File: src/rtl/axi4_lite_pkg.sv
// axi4_lite_pkg: arbiter FSM states and AXI response codes shared by the round-robin arbiter
package axi4_lite_pkg;
    typedef enum logic [1:0] {IDLE, ISSUE, WAIT_RSP} arb_state_t;
    localparam logic [1:0] RESP_OKAY   = 2'b00;
    localparam logic [1:0] RESP_SLVERR = 2'b10;
endpackage

File: src/rtl/axi4_lite_rr_arbiter_if.sv
// axi4_lite_rr_arbiter_if: requester, command and response signals of the shared AXI4-Lite arbiter
// master is the arbiter's view (it masters the command bus); slave is the environment's view.
interface axi4_lite_rr_arbiter_if #(
    parameter int NUM_REQ    = 4,
    parameter int ADDRESS    = 32,
    parameter int DATA_WIDTH = 32
);
    logic [NUM_REQ-1:0]            req_valid;
    logic [NUM_REQ-1:0]            req_write;
    logic [NUM_REQ*ADDRESS-1:0]    req_addr;
    logic [NUM_REQ*DATA_WIDTH-1:0] req_wdata;
    logic [NUM_REQ*4-1:0]          req_wstrb;
    logic [NUM_REQ-1:0]            req_ack;
    logic [NUM_REQ-1:0]            req_done;
    logic [DATA_WIDTH-1:0]         req_rdata;
    logic [1:0]                    req_resp;
    logic                          cmd_valid;
    logic                          cmd_ready;
    logic                          cmd_write;
    logic [ADDRESS-1:0]            cmd_addr;
    logic [DATA_WIDTH-1:0]         cmd_wdata;
    logic [3:0]                    cmd_wstrb;
    logic                          rsp_valid;
    logic                          rsp_ready;
    logic [DATA_WIDTH-1:0]         rsp_rdata;
    logic [1:0]                    rsp_resp;
    logic                          busy;
    logic                          stray_rsp;
    modport master (
        input  req_valid, req_write, req_addr, req_wdata, req_wstrb, cmd_ready, rsp_valid, rsp_rdata, rsp_resp,
        output req_ack, req_done, req_rdata, req_resp, cmd_valid, cmd_write, cmd_addr, cmd_wdata, cmd_wstrb,
               rsp_ready, busy, stray_rsp
    );
    modport slave (
        output req_valid, req_write, req_addr, req_wdata, req_wstrb, cmd_ready, rsp_valid, rsp_rdata, rsp_resp,
        input  req_ack, req_done, req_rdata, req_resp, cmd_valid, cmd_write, cmd_addr, cmd_wdata, cmd_wstrb,
               rsp_ready, busy, stray_rsp
    );
endinterface

File: src/rtl/rr_picker.sv
// rr_picker: combinational round-robin picker; grants the first request above ptr, wrapping modulo N
module rr_picker #(
    parameter int N = 4,
    localparam int W = $clog2(N)
) (
    input  logic [N-1:0] req,
    input  logic [W-1:0] ptr,
    output logic [N-1:0] gnt,
    output logic         any
);
    logic [W-1:0] idx;
    // Walk from farthest to nearest so the nearest requester above ptr overwrites the rest.
    always_comb begin
        gnt = '0;
        idx = '0;
        for (int i = N; i >= 1; i--) begin
            idx = W'((int'(ptr) + i) % N);
            if (req[idx]) gnt = N'(1) << idx;
        end
    end
    assign any = |req;
endmodule

File: src/rtl/axi4_lite_rr_arbiter.sv
// axi4_lite_rr_arbiter: shares one AXI4-Lite master among NUM_REQ requesters, one transaction at a time
// Round-robin grant, latched command, response routed back to the winner, optional response timeout.
module axi4_lite_rr_arbiter
    import axi4_lite_pkg::*;
#(
    parameter int NUM_REQ    = 4,
    parameter int ADDRESS    = 32,
    parameter int DATA_WIDTH = 32,
    parameter int TIMEOUT    = 256
) (
    input logic ACLK,
    input logic ARESETN,
    axi4_lite_rr_arbiter_if.master bus
);
    localparam int IW = $clog2(NUM_REQ);
    localparam int CW = TIMEOUT > 0 ? $clog2(TIMEOUT + 1) : 1;

    arb_state_t            state_q, state_d;
    logic [IW-1:0]         ptr_q, ptr_d, gnt_idx_q, gnt_idx_d, pick_idx;
    logic [CW-1:0]         cnt_q, cnt_d;
    logic                  write_q, write_d;
    logic [ADDRESS-1:0]    addr_q, addr_d;
    logic [DATA_WIDTH-1:0] wdata_q, wdata_d;
    logic [3:0]            wstrb_q, wstrb_d;
    logic [NUM_REQ-1:0]    done_q, done_d;
    logic [DATA_WIDTH-1:0] rdata_q, rdata_d;
    logic [1:0]            resp_q, resp_d;
    logic                  stray_q, stray_d;
    logic [NUM_REQ-1:0]    gnt;
    logic                  any;
    logic                  timeout_hit;
    logic [ADDRESS-1:0]    addr_a  [NUM_REQ];
    logic [DATA_WIDTH-1:0] wdata_a [NUM_REQ];
    logic [3:0]            wstrb_a [NUM_REQ];

    for (genvar g = 0; g < NUM_REQ; g++) begin : g_unpack
        assign addr_a[g]  = bus.req_addr[g*ADDRESS +: ADDRESS];
        assign wdata_a[g] = bus.req_wdata[g*DATA_WIDTH +: DATA_WIDTH];
        assign wstrb_a[g] = bus.req_wstrb[g*4 +: 4];
    end

    rr_picker #(.N(NUM_REQ)) u_pick (.req(bus.req_valid), .ptr(ptr_q), .gnt(gnt), .any(any));

    always_comb begin
        pick_idx = '0;
        for (int i = 0; i < NUM_REQ; i++) if (gnt[i]) pick_idx = IW'(i);
    end

    assign timeout_hit = TIMEOUT != 0 && int'(cnt_q) == TIMEOUT - 1;

    always_comb begin
        state_d   = state_q;
        ptr_d     = ptr_q;
        gnt_idx_d = gnt_idx_q;
        cnt_d     = cnt_q;
        write_d   = write_q;
        addr_d    = addr_q;
        wdata_d   = wdata_q;
        wstrb_d   = wstrb_q;
        done_d    = '0;
        rdata_d   = rdata_q;
        resp_d    = resp_q;
        stray_d   = stray_q | (bus.rsp_valid & (state_q != WAIT_RSP));
        if (state_q == IDLE && any) begin
            state_d   = ISSUE;
            gnt_idx_d = pick_idx;
            write_d   = bus.req_write[pick_idx];
            addr_d    = addr_a[pick_idx];
            wdata_d   = wdata_a[pick_idx];
            wstrb_d   = wstrb_a[pick_idx];
        end
        if (state_q == ISSUE && bus.cmd_ready) begin
            state_d = WAIT_RSP;
            cnt_d   = '0;
        end
        if (state_q == WAIT_RSP) begin
            cnt_d = &cnt_q ? cnt_q : cnt_q + 1'b1;
            // A real response in the final timeout cycle still wins over the forced SLVERR.
            if (bus.rsp_valid || timeout_hit) begin
                state_d = IDLE;
                ptr_d   = gnt_idx_q;
                done_d  = NUM_REQ'(1) << gnt_idx_q;
                rdata_d = bus.rsp_valid ? bus.rsp_rdata : '0;
                resp_d  = bus.rsp_valid ? bus.rsp_resp : RESP_SLVERR;
            end
        end
    end

    always_ff @(posedge ACLK or negedge ARESETN) begin
        if (!ARESETN) begin
            state_q   <= IDLE;
            ptr_q     <= IW'(NUM_REQ - 1);
            gnt_idx_q <= '0;
            cnt_q     <= '0;
            write_q   <= 1'b0;
            addr_q    <= '0;
            wdata_q   <= '0;
            wstrb_q   <= '0;
            done_q    <= '0;
            rdata_q   <= '0;
            resp_q    <= RESP_OKAY;
            stray_q   <= 1'b0;
        end else begin
            state_q   <= state_d;
            ptr_q     <= ptr_d;
            gnt_idx_q <= gnt_idx_d;
            cnt_q     <= cnt_d;
            write_q   <= write_d;
            addr_q    <= addr_d;
            wdata_q   <= wdata_d;
            wstrb_q   <= wstrb_d;
            done_q    <= done_d;
            rdata_q   <= rdata_d;
            resp_q    <= resp_d;
            stray_q   <= stray_d;
        end
    end

    // Ack is combinational so a requester learns of its grant in the same cycle; held low in reset.
    assign bus.req_ack   = (ARESETN && state_q == IDLE) ? gnt : '0;
    assign bus.req_done  = done_q;
    assign bus.req_rdata = rdata_q;
    assign bus.req_resp  = resp_q;
    assign bus.cmd_valid = state_q == ISSUE;
    assign bus.cmd_write = write_q;
    assign bus.cmd_addr  = addr_q;
    assign bus.cmd_wdata = wdata_q;
    assign bus.cmd_wstrb = wstrb_q;
    assign bus.rsp_ready = state_q == WAIT_RSP;
    assign bus.busy      = state_q != IDLE;
    assign bus.stray_rsp = stray_q;
endmodule

File: src/flat_wrapper.sv
// flat-port wrapper written by rule: the top's interface ports become plain ports
module axi4_lite_rr_arbiter_flat import axi4_lite_pkg::*;
#(
    parameter int NUM_REQ    = 4,
    parameter int ADDRESS    = 32,
    parameter int DATA_WIDTH = 32,
    parameter int TIMEOUT    = 256
)
  (ACLK, ARESETN, bus_req_valid, bus_req_write, bus_req_addr, bus_req_wdata, bus_req_wstrb, bus_cmd_ready, bus_rsp_valid, bus_rsp_rdata, bus_rsp_resp, bus_req_ack, bus_req_done, bus_req_rdata, bus_req_resp, bus_cmd_valid, bus_cmd_write, bus_cmd_addr, bus_cmd_wdata, bus_cmd_wstrb, bus_rsp_ready, bus_busy, bus_stray_rsp);
  axi4_lite_rr_arbiter_if #(.NUM_REQ(NUM_REQ), .ADDRESS(ADDRESS), .DATA_WIDTH(DATA_WIDTH)) bus_i ();
  input logic ACLK;
  input logic ARESETN;
  input wire logic [$bits(bus_i.req_valid)-1:0] bus_req_valid;
  input wire logic [$bits(bus_i.req_write)-1:0] bus_req_write;
  input wire logic [$bits(bus_i.req_addr)-1:0] bus_req_addr;
  input wire logic [$bits(bus_i.req_wdata)-1:0] bus_req_wdata;
  input wire logic [$bits(bus_i.req_wstrb)-1:0] bus_req_wstrb;
  input wire logic [$bits(bus_i.cmd_ready)-1:0] bus_cmd_ready;
  input wire logic [$bits(bus_i.rsp_valid)-1:0] bus_rsp_valid;
  input wire logic [$bits(bus_i.rsp_rdata)-1:0] bus_rsp_rdata;
  input wire logic [$bits(bus_i.rsp_resp)-1:0] bus_rsp_resp;
  output wire logic [$bits(bus_i.req_ack)-1:0] bus_req_ack;
  output wire logic [$bits(bus_i.req_done)-1:0] bus_req_done;
  output wire logic [$bits(bus_i.req_rdata)-1:0] bus_req_rdata;
  output wire logic [$bits(bus_i.req_resp)-1:0] bus_req_resp;
  output wire logic [$bits(bus_i.cmd_valid)-1:0] bus_cmd_valid;
  output wire logic [$bits(bus_i.cmd_write)-1:0] bus_cmd_write;
  output wire logic [$bits(bus_i.cmd_addr)-1:0] bus_cmd_addr;
  output wire logic [$bits(bus_i.cmd_wdata)-1:0] bus_cmd_wdata;
  output wire logic [$bits(bus_i.cmd_wstrb)-1:0] bus_cmd_wstrb;
  output wire logic [$bits(bus_i.rsp_ready)-1:0] bus_rsp_ready;
  output wire logic [$bits(bus_i.busy)-1:0] bus_busy;
  output wire logic [$bits(bus_i.stray_rsp)-1:0] bus_stray_rsp;
  assign bus_i.req_valid = bus_req_valid;
  assign bus_i.req_write = bus_req_write;
  assign bus_i.req_addr = bus_req_addr;
  assign bus_i.req_wdata = bus_req_wdata;
  assign bus_i.req_wstrb = bus_req_wstrb;
  assign bus_i.cmd_ready = bus_cmd_ready;
  assign bus_i.rsp_valid = bus_rsp_valid;
  assign bus_i.rsp_rdata = bus_rsp_rdata;
  assign bus_i.rsp_resp = bus_rsp_resp;
  assign bus_req_ack = bus_i.req_ack;
  assign bus_req_done = bus_i.req_done;
  assign bus_req_rdata = bus_i.req_rdata;
  assign bus_req_resp = bus_i.req_resp;
  assign bus_cmd_valid = bus_i.cmd_valid;
  assign bus_cmd_write = bus_i.cmd_write;
  assign bus_cmd_addr = bus_i.cmd_addr;
  assign bus_cmd_wdata = bus_i.cmd_wdata;
  assign bus_cmd_wstrb = bus_i.cmd_wstrb;
  assign bus_rsp_ready = bus_i.rsp_ready;
  assign bus_busy = bus_i.busy;
  assign bus_stray_rsp = bus_i.stray_rsp;
  axi4_lite_rr_arbiter #(.NUM_REQ(NUM_REQ), .ADDRESS(ADDRESS), .DATA_WIDTH(DATA_WIDTH), .TIMEOUT(TIMEOUT)) u_core (.ACLK(ACLK), .ARESETN(ARESETN), .bus(bus_i));
endmodule
File: config.mk
export PLATFORM = sky130hd
export DESIGN_NAME = axi4_lite_rr_arbiter_flat
export DESIGN_NICKNAME = d
export VERILOG_FILES = /design/src/rtl/axi4_lite_pkg.sv /design/src/rtl/axi4_lite_rr_arbiter_if.sv /design/src/rtl/rr_picker.sv /design/src/rtl/axi4_lite_rr_arbiter.sv /design/src/flat_wrapper.sv
export SDC_FILE = /design/constraint.sdc
export NUM_CORES = 1
export LEC_CHECK = 0
export ABC_AREA = 0
export CELL_PAD_IN_SITES_DETAIL_PLACEMENT = 0
export CELL_PAD_IN_SITES_GLOBAL_PLACEMENT = 2
export CORE_MARGIN = 10
export CORE_UTILIZATION = 19
export CTS_BUF_LIST = sky130_fd_sc_hd__clkbuf_8
export CTS_CLUSTER_SIZE = 28
export DETAILED_ROUTE_END_ITERATION = 7
export GPL_ROUTABILITY_DRIVEN = 0
export PLACE_DENSITY_LB_ADDON = 0.1
export RECOVER_POWER = 25
export SYNTH_ARGS = -nofsm -noshare
export SYNTH_HDL_FRONTEND = slang
export SYNTH_HIERARCHICAL = 1
export SYNTH_SLANG_ARGS = --single-unit
export TNS_END_PERCENT = 30
File: constraint.sdc
create_clock -name ACLK -period 3.1 [get_ports ACLK]
set_input_delay 0.62 -clock ACLK [delete_from_list [all_inputs] [get_ports ACLK]]
set_output_delay 0.62 -clock ACLK [all_outputs]
set_load 0.05 [all_outputs]
==> metrics.txt, run 1 <==
outcome finished, violations left; failing checks max-capacitance violations, max-slew violations, negative setup slack; Fin Clk Skew 0.0101 ns; crit path cell chain dlygate4sd3_1, mux4_2, buf_6, nand2b_4, o22ai_4, a31oi_4, buf_6, and3_4, buf_12; Final Setup Violations 26; post-route ant nets 0; min-delay src u_core/bus.stray_rsp$_DFF_PN0_; initial core utilization 19.2%; CTS root buf clkbuf_8; routed length per instance 22.9 um; Crit path max-delay family buffers and inverters; FF-to-FF End u_core/bus.cmd_wdata[22]$_DFFE_PN0P_; buffers and inverters on the worst path 4; CP max-delay cell dlygate4sd3_1; cts bufs inserted 17; Row Count 68; # clock sinks 123; Worst-path clk slew 0.08 ns; worst skew pair latency 0.46 ns; leakage power 5.05 nW; RSZ-0062 raised after global routing yes; largest net degree at the start of global routing 141; I/O Buffers 432; Core ar. 34500 um2; hold path endpoint u_core/bus.stray_rsp$_DFF_PN0_; Tightest Hold Check Type reg2reg; gr usage total 16.0%; Syn. warnings 6; IO Pins 433; final period utilization 107%; reg2reg setup slack -0.05 ns; fillers 3480; CP most frequent cell buf_6; post-layout worst setup margin -0.217 ns; Mapped Cells 613; Die Y 207 um; synthesized area per cell 10.8 um2; worst flop-to-flop path startpoint u_core/ptr_q[0]$_DFFE_PN1P_; Final Slew Violations 156; CTS tree built; Post-Syn Area 6610 um2; drt via density 4.55; gr ovfl total 0; layout cells sized above 1 20.3%; final hold vios 0; synth-to-layout area growth 93.7%; fmax 0.301 GHz; #FFs+latches synth 123; vias in the first global route 7595; max cap viols 3; Die W 207 um; Total Wirelength 35700 um; worst endpoint required time 2.48 ns; setup total negative slack -1.64 ns; number of distinct library cells after synthesis 48; Residual DRC 0; initial DRC count 514; via count 7091; Slew @ Worst Pin 1.75 ns; H-tree Lvls 4; CP arrival 2.70 ns; first-pass GRT wire length 50200 um; main flop type after synthesis dfrtp_1; worst-case reg-to-reg path depth 13; Mapped Nets 940; Worst slew margin -16.6%; Final #Nets 1418; Crit. End Element output port; PwrDens 1400 nW/um2; asr flop ratio synth 100%; Worst path max stage delay 0.59 ns; sequential share of the synthesized area 46.6%; VDD IR max 0.982 mV; hpwl dp 27100 um; total power draw 0.0180 W; Post-synth EDFFs 0; WHS Path Cells 1; min Tclk post-route 3.32 ns; die area 42700 um2; CP max FO 4; maximum clock insertion buffer count 2; Crit Path Category in2out; crit start category primary input; router iterations before antenna repair 6; initial antenna violation count 2
-- placed cells by master (no fill, tap or decap), types with 3 or more instances in the layout --
| cell | count |
|---|---|
| a21oi_1 | 74 |
| a222oi_1 | 67 |
| a22o_1 | 34 |
| and3_4 | 3 |
| buf_12 | 18 |
| buf_4 | 54 |
| buf_6 | 13 |
| bufinv_16 | 4 |
| clkbuf_8 | 18 |
| clkdlybuf4s50_1 | 426 |
| clkinv_2 | 3 |
| clkinvlp_4 | 3 |
| dfrtp_1 | 121 |
| ha_1 | 8 |
| inv_1 | 9 |
| mux2_2 | 58 |
| mux2_4 | 11 |
| mux2i_1 | 4 |
| mux4_2 | 4 |
| nand2_1 | 15 |
| nand3_1 | 4 |
| nor2_1 | 72 |
| nor2b_4 | 3 |
| nor3b_1 | 5 |
| o21ai_0 | 5 |
| o2bb2ai_1 | 3 |
| or4_1 | 3 |
-- flip-flops by register name, indices dropped and copies added, names as in the netlist --
signal                flops
u_core/bus.req_resp       2
u_core/bus.stray_rsp      1
u_core/bus.cmd_wdata     32
u_core/bus.req_rdata     32
u_core/bus.cmd_write      1
u_core/bus.cmd_addr      32
u_core/bus.cmd_wstrb      4
u_core/ptr_q              2
u_core/gnt_idx_q          2
u_core/cnt_q              9
u_core/state_q            2
u_core/bus.req_done       4
-- final cells by class --
cell class              count  area [um2]  share of cell area [%]
multi-input cells         420        3420                    26.7
flip-flops and latches    123        3080                    24.0
inverters                  11        45.0                   0.352
clock buffers              18         248                    1.93
well taps                 455         569                    4.44
clock inverters            13         178                    1.39
repair buffers            518        5260                    41.1
diodes                      2        5.00                  0.0391
-- through the flow --
step | hold WS [ns] | util (%) | instance area (um2) | worst slack, ns | instances
4_1_cts | 0.496 | 36.8 | 12700 | -0.278 | 1551
5_1_grt | 0.507 | 37.2 | 12800 | -0.304 | 1560
3_3_place_gp | 0.434 | 34.7 | 12000 | -0.414 | 1505
2_1_floorplan | 0.324 | - | 6630 | -0.0994 | 613
6_report | 0.492 | 37.2 | 12800 | -0.217 | 1560
3_5_place_dp | 0.439 | 34.7 | 12000 | -0.413 | 1505
-- what timing repair did --
| item | 4_1_cts | 5_1_grt |
|---|---|---|
| buffers inserted | 12 | 11 |
| gates cloned | 2 | 1 |
| gates resized for setup | 23 | 29 |
| endpoints found under the hold margin | 4 | 0 |
| pin swaps | 13 | 23 |
| setup endpoints to repair | 26 | 71 |
| hold buffers | 1 | 0 |
-- synth_stat cells (5+ instances only) --
cell type | instances | share of area (%)
buf_2 | 20 | 1.5
mux2i_1 | 6 | 0.91
ha_1 | 9 | 1.7
a22o_1 | 34 | 4.5
nor3b_1 | 5 | 0.57
o21ai_0 | 5 | 0.38
clkbuf_1 | 27 | 1.5
nand2_1 | 17 | 0.96
mux2_2 | 69 | 12
dfrtp_1 | 121 | 46
nor2_1 | 74 | 4.2
inv_1 | 10 | 0.57
a21oi_1 | 74 | 5.6
a222oi_1 | 67 | 10
and3_1 | 5 | 0.47
buf_1 | 8 | 0.45
-- worst register-to-register path: stages, from the launching register on --
cell and delay, ns:
dfstp_2 0.56, inv_2 0.06, ha_4 0.29, mux4_2 0.37, buf_6 0.17, nand2b_4 0.16, o22ai_2 0.17, a31oi_4 0.05
buf_4 0.17, buf_4 0.17, buf_4 0.16, a222oi_1 0.45, buf_4 0.18, a21oi_1 0.05
-- kinds of logic after synthesis --
kind of cell	synth area share, %
buf+inv	4.81
compound gates	23.5
fa+ha+maj	1.70
flops	46.6
simple gates	9.40
mux	14.0
-- routing by layer --
metal | vias up | global-route usage [%] | wire length [um]
met5 | - | 0 | 0
met4 | 0 | 4.27 | 334
met3 | 14 | 5.81 | 3010
met2 | 256 | 27.6 | 18700
met1 | 3479 | 18.3 | 13700
li1 | 3342 | - | -
-- where the power goes --
part | switching [W] | internal, W | total [W]
Sequential | 0.000447 | 0.00238 | 0.00282
Clock | 0.000736 | 0.000886 | 0.00162
Combinational | 0.00744 | 0.00610 | 0.0135
Total | 0.00863 | 0.00936 | 0.0180
-- worst max-delay path by stage --
stage,slack [ns],to,startpoint,depth (start not counted)
6_report,-0.22,bus_req_ack[2],bus_req_valid[0],9
4_1_cts,-0.28,bus_req_ack[1],u_core/ptr_q[0]$_DFFE_PN1P_,8
3_5_place_dp,-0.41,u_core/bus.cmd_wdata[22]$_DFFE_PN0P_,bus_req_valid[0],11
3_3_place_gp,-0.41,u_core/bus.cmd_wdata[22]$_DFFE_PN0P_,bus_req_valid[0],11
2_1_floorplan,-0.1,u_core/bus.cmd_wdata[18]$_DFFE_PN0P_,u_core/ptr_q[0]$_DFFE_PN1P_,12
5_1_grt,-0.30,bus_req_ack[2],u_core/ptr_q[0]$_DFFE_PN1P_,10
Note: power is estimated with default switching activity, not from simulation.
==> inputs of run 2 (changes only) <==
- CORE_UTILIZATION: 19 -> 21
- SLEW_MARGIN: unset -> 20
- clock period: 3.1 -> 3.8 ns (I/O delays scaled with it)
==> run 2 against run 1 <==
  * The run ends with max-capacitance violations, max-slew violations left
  * Register-to-register slack better by 0.50 ns
  * First-iteration DRC count increased by 6.6%
  * Non-clock buffer count down 58
  * Cell area down 6.7%
  * Sequential cell count stayed put
  * Global-route usage is 1.6 points higher
  * Hold slack got worse by 0.32 ns
  * Via count shrank 4.0%
  * Sequential share of layout area grew 1.7 points
==> metrics.txt, run 2 (synthesized netlist as in run 1, its figures left out) <==
outcome finished, violations left; failing checks max-capacitance violations, max-slew violations; RSZ-0062 raised after global routing no; fmax 0.277 GHz; first-pass GRT wire length 50800 um; Crit Path Category in2out; via count 6810; die area 39000 um2; largest net degree at the start of global routing 141; met3 wire length 3320 um; Die Y 197 um; router iterations before antenna repair 8; maximum clock insertion buffer count 2; initial DRC count 548; Final #Nets 1360; Cell Area, Placed 11500 um2; CTS tree built; I/O Buffers 432; routed length per instance 24.6 um; Tightest Hold Check Type in2async; cts bufs inserted 17; final instance area 11900 um2; synth-to-layout area growth 80.7%; min Tclk post-route 3.61 ns; final period utilization 95.1%; # clock sinks 123; most common cell after layout, fill and taps aside clkdlybuf4s50_1; Slew @ Worst Pin 2.22 ns; CTS root buf clkbuf_8; worst endpoint required time 3.04 ns; Worst-path clk slew 0.11 ns; Residual DRC 0; vias in the first global route 7443; H-tree Lvls 4; M1 WL 13700 um; drt via density 4.72; Row Count 64; leakage power 4.65 nW; highest routed layer met5; area occupied by multi-input gates 3270 um2; post-route ant nets 0; Final Setup Violations 0; Worst slew margin -47.9%; Fin Clk Skew 0.0355 ns; met2 WL 18100 um; final hold vios 0; Crit. End Element output port; hpwl dp 27300 um; highest-count cells in the layout ignoring fill and taps clkdlybuf4s50_1 (426), dfrtp_1 (121), a21oi_1 (74), nor2_1 (73), mux2_2 (69); initial core utilization 21.4%; crit start category primary input; Core ar. 30800 um2; fillers 3067; Final Slew Violations 40; CP arrival 2.85 ns; CP max FO 7; Hold-fix buffers, CTS 0; VDD IR max 0.710 mV; gr usage total 17.6%; Total Wirelength 35600 um; layout cells sized above 1 14.8%; Die W 197 um; setup total negative slack 0 ns; IO Pins 433; initial antenna violation count 6; Sequential Area 3080 um2; gr ovfl total 0; worst skew pair latency 0.48 ns; PwrDens 1090 nW/um2; max cap viols 1
[run 2: cell count changes in the layout (fill, tap and decap cells not counted), moves of 4 or more]
cell / delta
bufinv_16: -4
mux2_4: -11
buf_4: -35
inv_8: +6
buf_6: -12
mux2_2: +11
buf_12: -7
[run 2: where the power goes]
group	switching [W]	total, W	internal [W]
clock	0.000739	0.00124	0.000501
combinational	0.00565	0.00942	0.00377
sequential	0.000369	0.00231	0.00194
total	0.00676	0.0130	0.00621
[run 2: critical path: stages]
cell             delay, ns
clkdlybuf4s50_1       0.51
mux4_2                0.60
nor2b_1               0.20
o31ai_4               0.38
and3_1                0.26
buf_12                0.15
[run 2: layer usage]
| layer | vias to the layer above | global-route usage (%) |
|---|---|---|
| met5 | - | 0 |
| met2 | 270 | 30.4 |
| met1 | 3270 | 19.5 |
| met4 | 10 | 4.53 |
| li1 | 3227 | - |
| met3 | 33 | 7.48 |
[run 2: final timing paths]
| path | from | endpoint | slack (ns) | cells past startpoint |
|---|---|---|---|---|
| max in group asynchronous | ARESETN | u_core/bus.req_done[0]$_DFF_PN0_ | 1.15 | 2 |
| setup / recovery | bus_req_valid[1] | bus_req_ack[1] | 0.19 | 6 |
| hold reg to reg | u_core/cnt_q[6]$_DFFE_PN0P_ | u_core/cnt_q[6]$_DFFE_PN0P_ | 0.50 | 1 |
| hold / removal | ARESETN | u_core/bus.req_rdata[11]$_DFFE_PN0P_ | 0.18 | 1 |
| min in group ACLK | u_core/cnt_q[6]$_DFFE_PN0P_ | u_core/cnt_q[6]$_DFFE_PN0P_ | 0.50 | 1 |
| setup reg to reg | u_core/ptr_q[1]$_DFFE_PN1P_ | u_core/bus.cmd_addr[9]$_DFFE_PN0P_ | 0.45 | 9 |
[run 2: what timing repair did]
item | CTS | global route
pin swaps | 1 | 0
resized for setup | 1 | 0
setup endpoints to repair | 3 | 3
setup buffers | 1 | 3
[run 2: area by class of cell]
type / instances / area share, %
Antenna cell: 2 / 0.0419
Sequential cell: 123 / 25.8
Multi-Input combinational cell: 420 / 27.3
Clock inverter: 15 / 1.40
Timing Repair Buffer: 460 / 39.0
Clock buffer: 17 / 1.96
Tap cell: 396 / 4.15
Inverter: 11 / 0.346
[run 2: metrics by stage]
stage                     hold WS, ns  instances  setup WS [ns]  util, %  total power (W)
after floorplan                 0.448        613          0.186        -          0.00826
after global placement          0.461       1406        -0.0257     37.3           0.0119
after detailed placement        0.470       1406       -0.00588     37.3           0.0118
after CTS                       0.175       1439         0.0224     38.7           0.0132
after global routing            0.175       1442       0.000346     38.7           0.0138
final                           0.177       1444          0.187     38.8           0.0130
==> inputs of run 3 (changes only) <==
- SLEW_MARGIN: 20 -> 30
- clock period: 3.8 -> 3.5 ns (I/O delays scaled with it)
==> run 3 against run 2 <==
  * The run still ends with max-capacitance violations, max-slew violations left
  * Combinational power increased by 17%
  * Critical path type unchanged
  * Sequential cell count unchanged
  * First-iteration DRC count decreased by 15%
  * Sequential power increased by 8%
  * Global-route usage decreased by 0.087 points
  * Utilization increased by 1.0 points
  * Count of clock-buffer cells in the layout unchanged
  * Register-to-register slack got worse by 0.26 ns
==> metrics.txt, run 3 (synthesized netlist as in run 1, its figures left out) <==
Total Wirelength 35300 um; fillers 2987; via count 6978; Die Y 197 um; CTS tree built; Cell Area, Placed 11800 um2; PwrDens 1210 nW/um2; failing checks max-capacitance violations, max-slew violations; met2 WL 18300 um; # clock sinks 123; CP max-delay cell mux4_2; Comb power frac 74.7%; buffers and inverters on the worst path 4; Crit. End Element output port; I/O Buffers 432; final core utilization 39.8%; Crit Path Category in2out; Sequential Power Share 16.9%; Final Slew Violations 103; Residual DRC 0; final instance area 12300 um2; met3 wire length 3820 um; initial core utilization 21.4%; CP max FO 5; gr usage total 17.5%; die area 39000 um2; gr ovfl total 0; outcome finished, violations left; CP arrival 2.71 ns; post-route ant nets 0; M1 WL 12900 um; Worst path max stage delay 0.55 ns; worst endpoint required time 2.80 ns; Core ar. 30800 um2; initial DRC count 468; router iterations before antenna repair 8; highest-count cells in the layout ignoring fill and taps clkdlybuf4s50_1 (427), dfrtp_1 (121), a21oi_1 (74), nor2_1 (73), mux2_2 (69); most common cell after layout, fill and taps aside clkdlybuf4s50_1; vias in the first global route 7550; Fin Clk Skew 0.0252 ns; clock share of power 8.3%; maximum clock insertion buffer count 2; Worst slew margin -64.0%; routed length per instance 23.9 um; P_sw 0.00743 W; Final Setup Violations 0; highest routed layer met5; hpwl dp 27500 um; largest net degree at the start of global routing 141; Die W 197 um; leakage power 4.82 nW; Final #Nets 1393; final period utilization 97.5%; crit start category primary input; drt via density 4.71; Worst-path clk slew 0.11 ns; cell internal pwr 0.00735 W; initial antenna violation count 10; Hold-fix buffers, CTS 0; max cap viols 1; crit path cell chain clkdlybuf4s50_1, mux4_2, buf_6, nor2b_4, nand2_1, a31oi_1, buf_4, and3_4, buf_12; fmax 0.293 GHz; synth-to-layout area growth 85.4%; final hold vios 0; Tightest Hold Check Type in2async; Row Count 64; Crit path max-delay family buffers and inverters; IO Pins 433; reg2reg setup slack 0.19 ns; H-tree Lvls 4; worst skew pair latency 0.45 ns; layout cells sized above 1 18.0%; switch share 50.3%; first-pass GRT wire length 50700 um; min Tclk post-route 3.41 ns; cts bufs inserted 17; CTS root buf clkbuf_8; Slew @ Worst Pin 2.46 ns; VDD IR max 0.429 mV
-- run 3: cell types whose count changed in the layout (fill, tap and decap cells not counted), sizes merged --
cell           change
buf               +34
diode              +3
clkbuf             -2
bufbuf             +1
clkdlybuf4s50      +1
clkinvlp           +1
dlygate4sd3        -1
inv                -1
-- run 3: metrics by stage --
step	hold slack, ns	cells	setup TNS [ns]	worst slack (ns)	power, W
after floorplan	0.404	613	0	0.0151	0.00897
after global placement	0.460	1433	-0.817	-0.124	0.0134
after detailed placement	0.465	1433	-1.44	-0.140	0.0134
after CTS	0.0696	1468	-0.0613	-0.0459	0.0149
after global routing	0.0651	1476	-0.00634	-0.00634	0.0158
final	0.0930	1480	0	0.0887	0.0148
-- run 3: final timing paths --
path | start | end | cells after the start
setup / recovery | bus_req_valid[0] | bus_req_ack[2] | 9
hold / removal | ARESETN | u_core/bus.cmd_addr[25]$_DFFE_PN0P_ | 1
setup reg to reg | u_core/ptr_q[0]$_DFFE_PN1P_ | u_core/bus.cmd_addr[5]$_DFFE_PN0P_ | 12
hold reg to reg | u_core/bus.stray_rsp$_DFF_PN0_ | u_core/bus.stray_rsp$_DFF_PN0_ | 1
max in group asynchronous | ARESETN | u_core/bus.cmd_addr[2]$_DFFE_PN0P_ | 2
min in group ACLK | u_core/bus.stray_rsp$_DFF_PN0_ | u_core/bus.stray_rsp$_DFF_PN0_ | 1
-- run 3: area by class of cell --
type                            count  area, um2  share of cell area [%]
Clock buffer                       17        234                    1.91
Multi-Input combinational cell    420       3290                    26.8
Timing Repair Buffer              493       4970                    40.6
Inverter                           11       41.3                   0.337
Antenna cell                        5       12.5                   0.102
Tap cell                          396        495                    4.04
Clock inverter                     15        129                    1.05
Sequential cell                   123       3080                    25.1
-- run 3: power groups by stage --
stage / Combinational [W] / Clock, W / Sequential [W]
final: 0.0110 / 0.00123 / 0.00250
after floorplan: 0.00444 / 0 / 0.00453
after detailed placement: 0.0109 / 0 / 0.00251
after global placement: 0.0109 / 0 / 0.00251
after global routing: 0.0118 / 0.00137 / 0.00260
after CTS: 0.0111 / 0.00130 / 0.00251
-- run 3: per-layer routing --
metal / track usage (%) / vias to the layer above
met2: 31.2 / 275
met4: 3.13 / 10
met5: 0 / -
met1: 18.3 / 3372
li1: - / 3302
met3: 8.82 / 19
-- run 3: what timing repair did --
item                       4_1_cts  5_1_grt
setup buffers                    2        7
pin swaps                        2        3
setup endpoints to repair        3        2
gates cloned                     1        0
gates resized for setup          3        7
-- run 3: worst reg2reg max path, delay by kind of cell (launching register included) --
| family | cells | cell delay, ns |
|---|---|---|
| compound gates | 4 | 0.90 |
| buf+inv | 5 | 0.70 |
| mux | 2 | 0.70 |
| flops | 1 | 0.57 |
| fa+ha+maj | 1 | 0.28 |
